[src/rtl/load_store_unit.sv]
// Load/store unit: aligns CPU loads and stores onto a 32-bit word bus with
// request/grant address phase and a single rvalid response per grant.
module load_store_unit #(
  parameter int unsigned ADDR_WIDTH = 32
) (
  input  logic                  clk,
  input  logic                  rst_n,
  input  logic                  lsu_en_i,
  input  logic                  we_i,
  input  logic [1:0]            size_i,
  input  logic                  sign_ext_i,
  input  logic [ADDR_WIDTH-1:0] addr_i,
  input  logic [31:0]           wdata_i,
  output logic                  lsu_done_o,
  output logic                  lsu_err_o,
  output logic [31:0]           rdata_o,
  output logic                  data_req_o,
  input  logic                  data_gnt_i,
  output logic [ADDR_WIDTH-1:0] data_addr_o,
  output logic                  data_we_o,
  output logic [3:0]            data_be_o,
  output logic [31:0]           data_wdata_o,
  input  logic                  data_rvalid_i,
  input  logic [31:0]           data_rdata_i
);

  typedef enum logic [1:0] {
    IDLE        = 2'd0,
    WAIT_GNT    = 2'd1,
    WAIT_RVALID = 2'd2
  } state_t;

  state_t                r_state;
  state_t                w_next;
  logic [ADDR_WIDTH-1:0] r_addr;
  logic                  r_we;
  logic [1:0]            r_size;
  logic                  r_sext;
  logic [31:0]           r_wdata;

  logic                  w_misaligned;
  logic                  w_issue;
  logic                  w_in_idle;
  logic [ADDR_WIDTH-1:0] w_sel_addr;
  logic                  w_sel_we;
  logic [1:0]            w_sel_size;
  logic [31:0]           w_sel_wdata;
  logic [1:0]            w_sel_off;
  logic [31:0]           w_shifted;

  // Alignment check on the live request inputs.
  always_comb begin
    w_misaligned = 1'b0;
    case (size_i)
      2'b00:   w_misaligned = 1'b0;
      2'b01:   w_misaligned = addr_i[0];
      2'b10:   w_misaligned = (addr_i[1:0] != 2'b00);
      default: w_misaligned = 1'b1;
    endcase
  end

  assign w_in_idle = (r_state == IDLE);
  assign w_issue   = rst_n && w_in_idle && lsu_en_i && !w_misaligned;

  // In IDLE the request is driven straight from the inputs so it can go out
  // in the issue cycle; afterwards the latched copy keeps the bus stable.
  assign w_sel_addr  = w_in_idle ? addr_i  : r_addr;
  assign w_sel_we    = w_in_idle ? we_i    : r_we;
  assign w_sel_size  = w_in_idle ? size_i  : r_size;
  assign w_sel_wdata = w_in_idle ? wdata_i : r_wdata;
  assign w_sel_off   = w_sel_addr[1:0];

  // State register.
  always_ff @(posedge clk or negedge rst_n) begin
    if (!rst_n) r_state <= IDLE;
    else        r_state <= w_next;
  end

  // Capture the request fields when an aligned access is issued.
  always_ff @(posedge clk or negedge rst_n) begin
    if (!rst_n) begin
      r_addr  <= '0;
      r_we    <= 1'b0;
      r_size  <= '0;
      r_sext  <= 1'b0;
      r_wdata <= '0;
    end else if (w_issue) begin
      r_addr  <= addr_i;
      r_we    <= we_i;
      r_size  <= size_i;
      r_sext  <= sign_ext_i;
      r_wdata <= wdata_i;
    end
  end

  // Next-state and handshake outputs; all forced low while in reset.
  always_comb begin
    w_next     = r_state;
    data_req_o = 1'b0;
    lsu_done_o = 1'b0;
    lsu_err_o  = 1'b0;
    case (r_state)
      IDLE: begin
        if (lsu_en_i) begin
          if (w_misaligned) begin
            lsu_err_o = 1'b1;
          end else begin
            data_req_o = 1'b1;
            w_next     = data_gnt_i ? WAIT_RVALID : WAIT_GNT;
          end
        end
      end
      WAIT_GNT: begin
        data_req_o = 1'b1;
        if (data_gnt_i) w_next = WAIT_RVALID;
      end
      WAIT_RVALID: begin
        if (data_rvalid_i) begin
          lsu_done_o = 1'b1;
          w_next     = IDLE;
        end
      end
      default: w_next = IDLE;
    endcase
    if (!rst_n) begin
      data_req_o = 1'b0;
      lsu_done_o = 1'b0;
      lsu_err_o  = 1'b0;
    end
  end

  assign data_addr_o = {w_sel_addr[ADDR_WIDTH-1:2], 2'b00};
  assign data_we_o   = w_sel_we;

  // Byte enables and lane-replicated write data.
  always_comb begin
    data_be_o    = '0;
    data_wdata_o = w_sel_wdata;
    case (w_sel_size)
      2'b00: begin
        data_be_o    = 4'b0001 << w_sel_off;
        data_wdata_o = {4{w_sel_wdata[7:0]}};
      end
      2'b01: begin
        data_be_o    = w_sel_off[1] ? 4'b1100 : 4'b0011;
        data_wdata_o = {2{w_sel_wdata[15:0]}};
      end
      2'b10:   data_be_o = 4'b1111;
      default: data_be_o = '0;
    endcase
  end

  assign w_shifted = data_rdata_i >> {r_addr[1:0], 3'b000};

  // Load data formatting, zero except in the done cycle.
  always_comb begin
    rdata_o = '0;
    if (lsu_done_o) begin
      case (r_size)
        2'b00:   rdata_o = {{24{r_sext & w_shifted[7]}},  w_shifted[7:0]};
        2'b01:   rdata_o = {{16{r_sext & w_shifted[15]}}, w_shifted[15:0]};
        default: rdata_o = data_rdata_i;
      endcase
    end
  end

endmodule

[config.mk]
export PLATFORM = sky130hd
export DESIGN_NAME = load_store_unit
export DESIGN_NICKNAME = d
export VERILOG_FILES = /design/src/rtl/load_store_unit.sv
export SDC_FILE = /design/constraint.sdc
export NUM_CORES = 1
export LEC_CHECK = 0
export BUFFER_PORTS_ARGS = -buffer_cell sky130_fd_sc_hd__buf_4
export CAP_MARGIN = 40
export CORE_MARGIN = 2
export CORE_UTILIZATION = 38
export CTS_BUF_LIST = sky130_fd_sc_hd__clkbuf_4 sky130_fd_sc_hd__clkbuf_8
export DETAILED_ROUTE_END_ITERATION = 16
export PLACE_DENSITY_LB_ADDON = 0.08
export SETUP_SLACK_MARGIN = 0.2
export SLEW_MARGIN = 10
export SYNTH_ARGS = -nofsm -noshare
export SYNTH_HDL_FRONTEND = slang
export SYNTH_SLANG_ARGS = --single-unit
[constraint.sdc]
create_clock -name clk -period 4.2 [get_ports clk]
set_clock_uncertainty 0.05 [all_clocks]
set_input_delay 0.21 -clock clk [delete_from_list [all_inputs] [get_ports clk]]
set_output_delay 0.21 -clock clk [all_outputs]
set_load 0.05 [all_outputs]
==> impl_metrics.env <==
export IMPL_place_inst=815
export IMPL_clk_pin_slew_ns=0.08
export IMPL_ios=209
export IMPL_gp_congestion=0.7789
export IMPL_synthArstFlopShare_pct=100.0
export IMPL_drt_initial_drc_count=192
export IMPL_worst_setup_path_type="reg2out"
export IMPL_whs_endpoint="r_addr[27]"
export IMPL_min_from="addr_i[27]"
export IMPL_leakagePower_nw=3.356
export IMPL_synth_cell_types=41
export IMPL_critPathCaptureType="output pin"
export IMPL_first_pass_iters=4
export IMPL_grt_max_degree=63
export IMPL_clock_fmax_ghz=0.3275
export IMPL_insertion_delay_ns=0.33
export IMPL_cts_max_level=3
export IMPL_hpwl_mm=10.29
export IMPL_final_cells=832
export IMPL_synthFlopType="dfrtp_1"
export IMPL_syn_area_mm2=0.004856
export IMPL_grt_antenna_before_repair=0
export IMPL_slew_headroom_pct=45.90
export IMPL_yosysTopAreaCellShare_pct=36.07
export IMPL_internal_power_mw=2.071
export IMPL_cts_setup_buffers=0
export IMPL_grt_total_usage_pct=19.73
export IMPL_setup_viol=0
export IMPL_postRouteWirelength_mm=14.06
export IMPL_seq_area_frac_synth_pct=36.07
export IMPL_dpl_cell_area_mm2=0.006506
export IMPL_ys_ff_latch=70
export IMPL_place_ws_ns=1.566
export IMPL_fp_dieW_um=117.0
export IMPL_stdcell_area_mm2=0.006724
export IMPL_power_density_mw_per_mm2=573.3
export IMPL_clockPowerShare_pct=14.1
export IMPL_cts_tree="yes"
export IMPL_ff2ff_setup_slack_ns=1.97
export IMPL_critical_path_required_ns=3.94
export IMPL_yosysWarningCount=0
export IMPL_r2r_end="r_wdata[9]"
export IMPL_slew_violations=0
export IMPL_root_buffer="clkbuf_8"
export IMPL_power_switching_mw=1.784
export IMPL_ant_nets=0
export IMPL_finalCritPeriodShare_pct=72.70
export IMPL_grt_pass1_vias=3970
export IMPL_final_common_cell="buf_4"
export IMPL_synthTopCellsByArea="dfrtp_1 (36%), mux2_2 (19%), mux2i_1 (10%)"
export IMPL_worst_pin_slew_ns=0.8116
export IMPL_drt_wirelength_per_cell_um=16.90
export IMPL_yosysTopAreaCell="dfrtp_1"
export IMPL_clock_path_buffers=2
export IMPL_nFillCells=1178
export IMPL_startpoint_type="flop"
export IMPL_clock_sinks=70
export IMPL_core_area_mm2=0.01257
export IMPL_cts_inserted_buffers=9
export IMPL_power_frac_comb_pct=58.9
export IMPL_vias_per_cell=5.148
export IMPL_avgSynthCellArea_um2=10.47
export IMPL_arrival_ns=2.79
export IMPL_drcViolationCount=0
export IMPL_maxCapViolCount=0
export IMPL_rsz0062_at_grt="false"
export IMPL_p_sw_share_pct=46.29
export IMPL_hp_class="in2reg"
export IMPL_port_buffer_count=206
export IMPL_setup_tns_ns=0
export IMPL_status="complete, no violations"
export IMPL_postSynthCellCount=464
export IMPL_row_count=41
export IMPL_layout_nets=761
export IMPL_ir_drop_mv=0.2958
export IMPL_die_area_mm2=0.01370
export IMPL_num_vias=4283
export IMPL_grt_overflow_total=0
export IMPL_setup_ws_ns=1.146
export IMPL_synth_edf_count=0
export IMPL_rr_worst_depth=5
export IMPL_reg2reg_from="r_state[1]"
export IMPL_area_delta_synth_final_pct=38.47
export IMPL_drive_gt1_share_pct=53.48
export IMPL_die_y_um=117.0
export IMPL_final_cell_mix="buf_4 (215), mux2_2 (81), dfrtp_1 (70)"
export IMPL_crit_fanout=23
export IMPL_diodes=0
export IMPL_initial_core_util_pct=38.64
export IMPL_grt_pass1_wl_mm=21.03
export IMPL_finalHoldViolations=0
export IMPL_min_path_cells=2
export IMPL_fin_crit_ns=3.054
export IMPL_seqPwrFrac_pct=27.0
-- layout make-up --
class | count | area [um2] | area share [%]
clock buffers | 10 | 137.6 | 2.047
flip-flops and latches | 70 | 1752 | 26.05
clock inverters | 5 | 60.06 | 0.8932
repair buffers | 218 | 1662 | 24.71
multi-input cells | 347 | 2860 | 42.54
inverters | 10 | 37.54 | 0.5582
well taps | 172 | 215.2 | 3.201
-- synth_stat cells (2+ instances only) --
| master | n |
|---|---|
| mux2_2 | 81 |
| dfrtp_1 | 70 |
| mux2i_1 | 49 |
| a21oi_1 | 45 |
| nand2_1 | 32 |
| nor2_1 | 27 |
| mux2_4 | 21 |
| buf_2 | 18 |
| o22ai_1 | 14 |
| clkbuf_1 | 11 |
| nor2b_1 | 11 |
| a21o_1 | 9 |
| inv_1 | 9 |
| a211oi_1 | 8 |
| and2_1 | 8 |
| o221a_2 | 7 |
| a31o_2 | 6 |
| buf_6 | 5 |
| nand2b_1 | 4 |
| buf_4 | 3 |
| nand3_1 | 3 |
| nor3_1 | 2 |
| o21a_1 | 2 |
| o221ai_1 | 2 |
-- critical path, cell delays in order, from the launching register on --
cell and delay [ns]:
dfrtp_1 0.83, nand2b_1 0.40, a2bb2oi_1 0.22, o2111ai_1 0.32, buf_4 0.31, a21oi_1 0.16, buf_4 0.21
-- routing by layer --
layer | vias up | GRT usage, % | share of wire [%]
met5 | - | 0 | 0
met4 | 0 | 4.549 | 0.82
met3 | 8 | 4.325 | 6.9
met2 | 159 | 31.75 | 47
met1 | 2060 | 27.35 | 46
li1 | 2056 | - | -
-- kinds of logic (layout without fill, tap and decap cells) --
family                 Yosys count  count (layout)  synth area share, %
AO/OA/AOI/OAI                  102             102                14.02
buffers and inverters           48             243                5.179
multiplexers                   151             151                35.38
AND/OR/NAND/NOR                 92              92                9.276
other                            1               2              0.07723
flip-flops                      70              70                36.07
-- how the worst max path moves through the flow --
stage          startpoint                to  depth (start not counted)
4_1_cts        r_state[1]  data_wdata_o[29]                          6
3_3_place_gp    r_addr[1]       rdata_o[30]                          5
3_5_place_dp   r_state[1]  data_wdata_o[29]                          6
2_1_floorplan  r_state[1]  data_wdata_o[10]                          6
5_1_grt         r_addr[1]       rdata_o[22]                          6
6_report        r_addr[1]       rdata_o[30]                          6
-- sequential cells by signal (all words and copies together), names as in the netlist --
name / cells
r_addr: 32
r_sext: 1
r_we: 1
r_state: 2
r_wdata: 32
r_size: 2
-- metrics by stage --
stage                     hold WS, ns  util [%]  total power [mW]
after global placement        0.02546     51.43             3.275
after global routing          0.02460     53.50             4.078
final                         0.04929     53.50             3.855
after floorplan               -0.1356         -             2.728
after detailed placement      0.02536     51.77             3.318
after CTS                     0.03246     53.50             3.880
-- power groups by stage --
| stage | clock (mW) | sequential, mW | combinational (mW) |
|---|---|---|---|
| 3_5_place_dp | 0 | 1.05 | 2.27 |
| 2_1_floorplan | 0 | 0.992 | 1.74 |
| 5_1_grt | 0.601 | 1.07 | 2.41 |
| 4_1_cts | 0.564 | 1.04 | 2.28 |
| 3_3_place_gp | 0 | 1.03 | 2.24 |
| 6_report | 0.545 | 1.04 | 2.27 |
-- timing repair --
item / 4_1_cts / 5_1_grt
endpoints found under the hold margin: 9 / 0
gates resized for setup: 0 / 0
hold buffers: 2 / 0
Power figures use the tool's default switching activity.
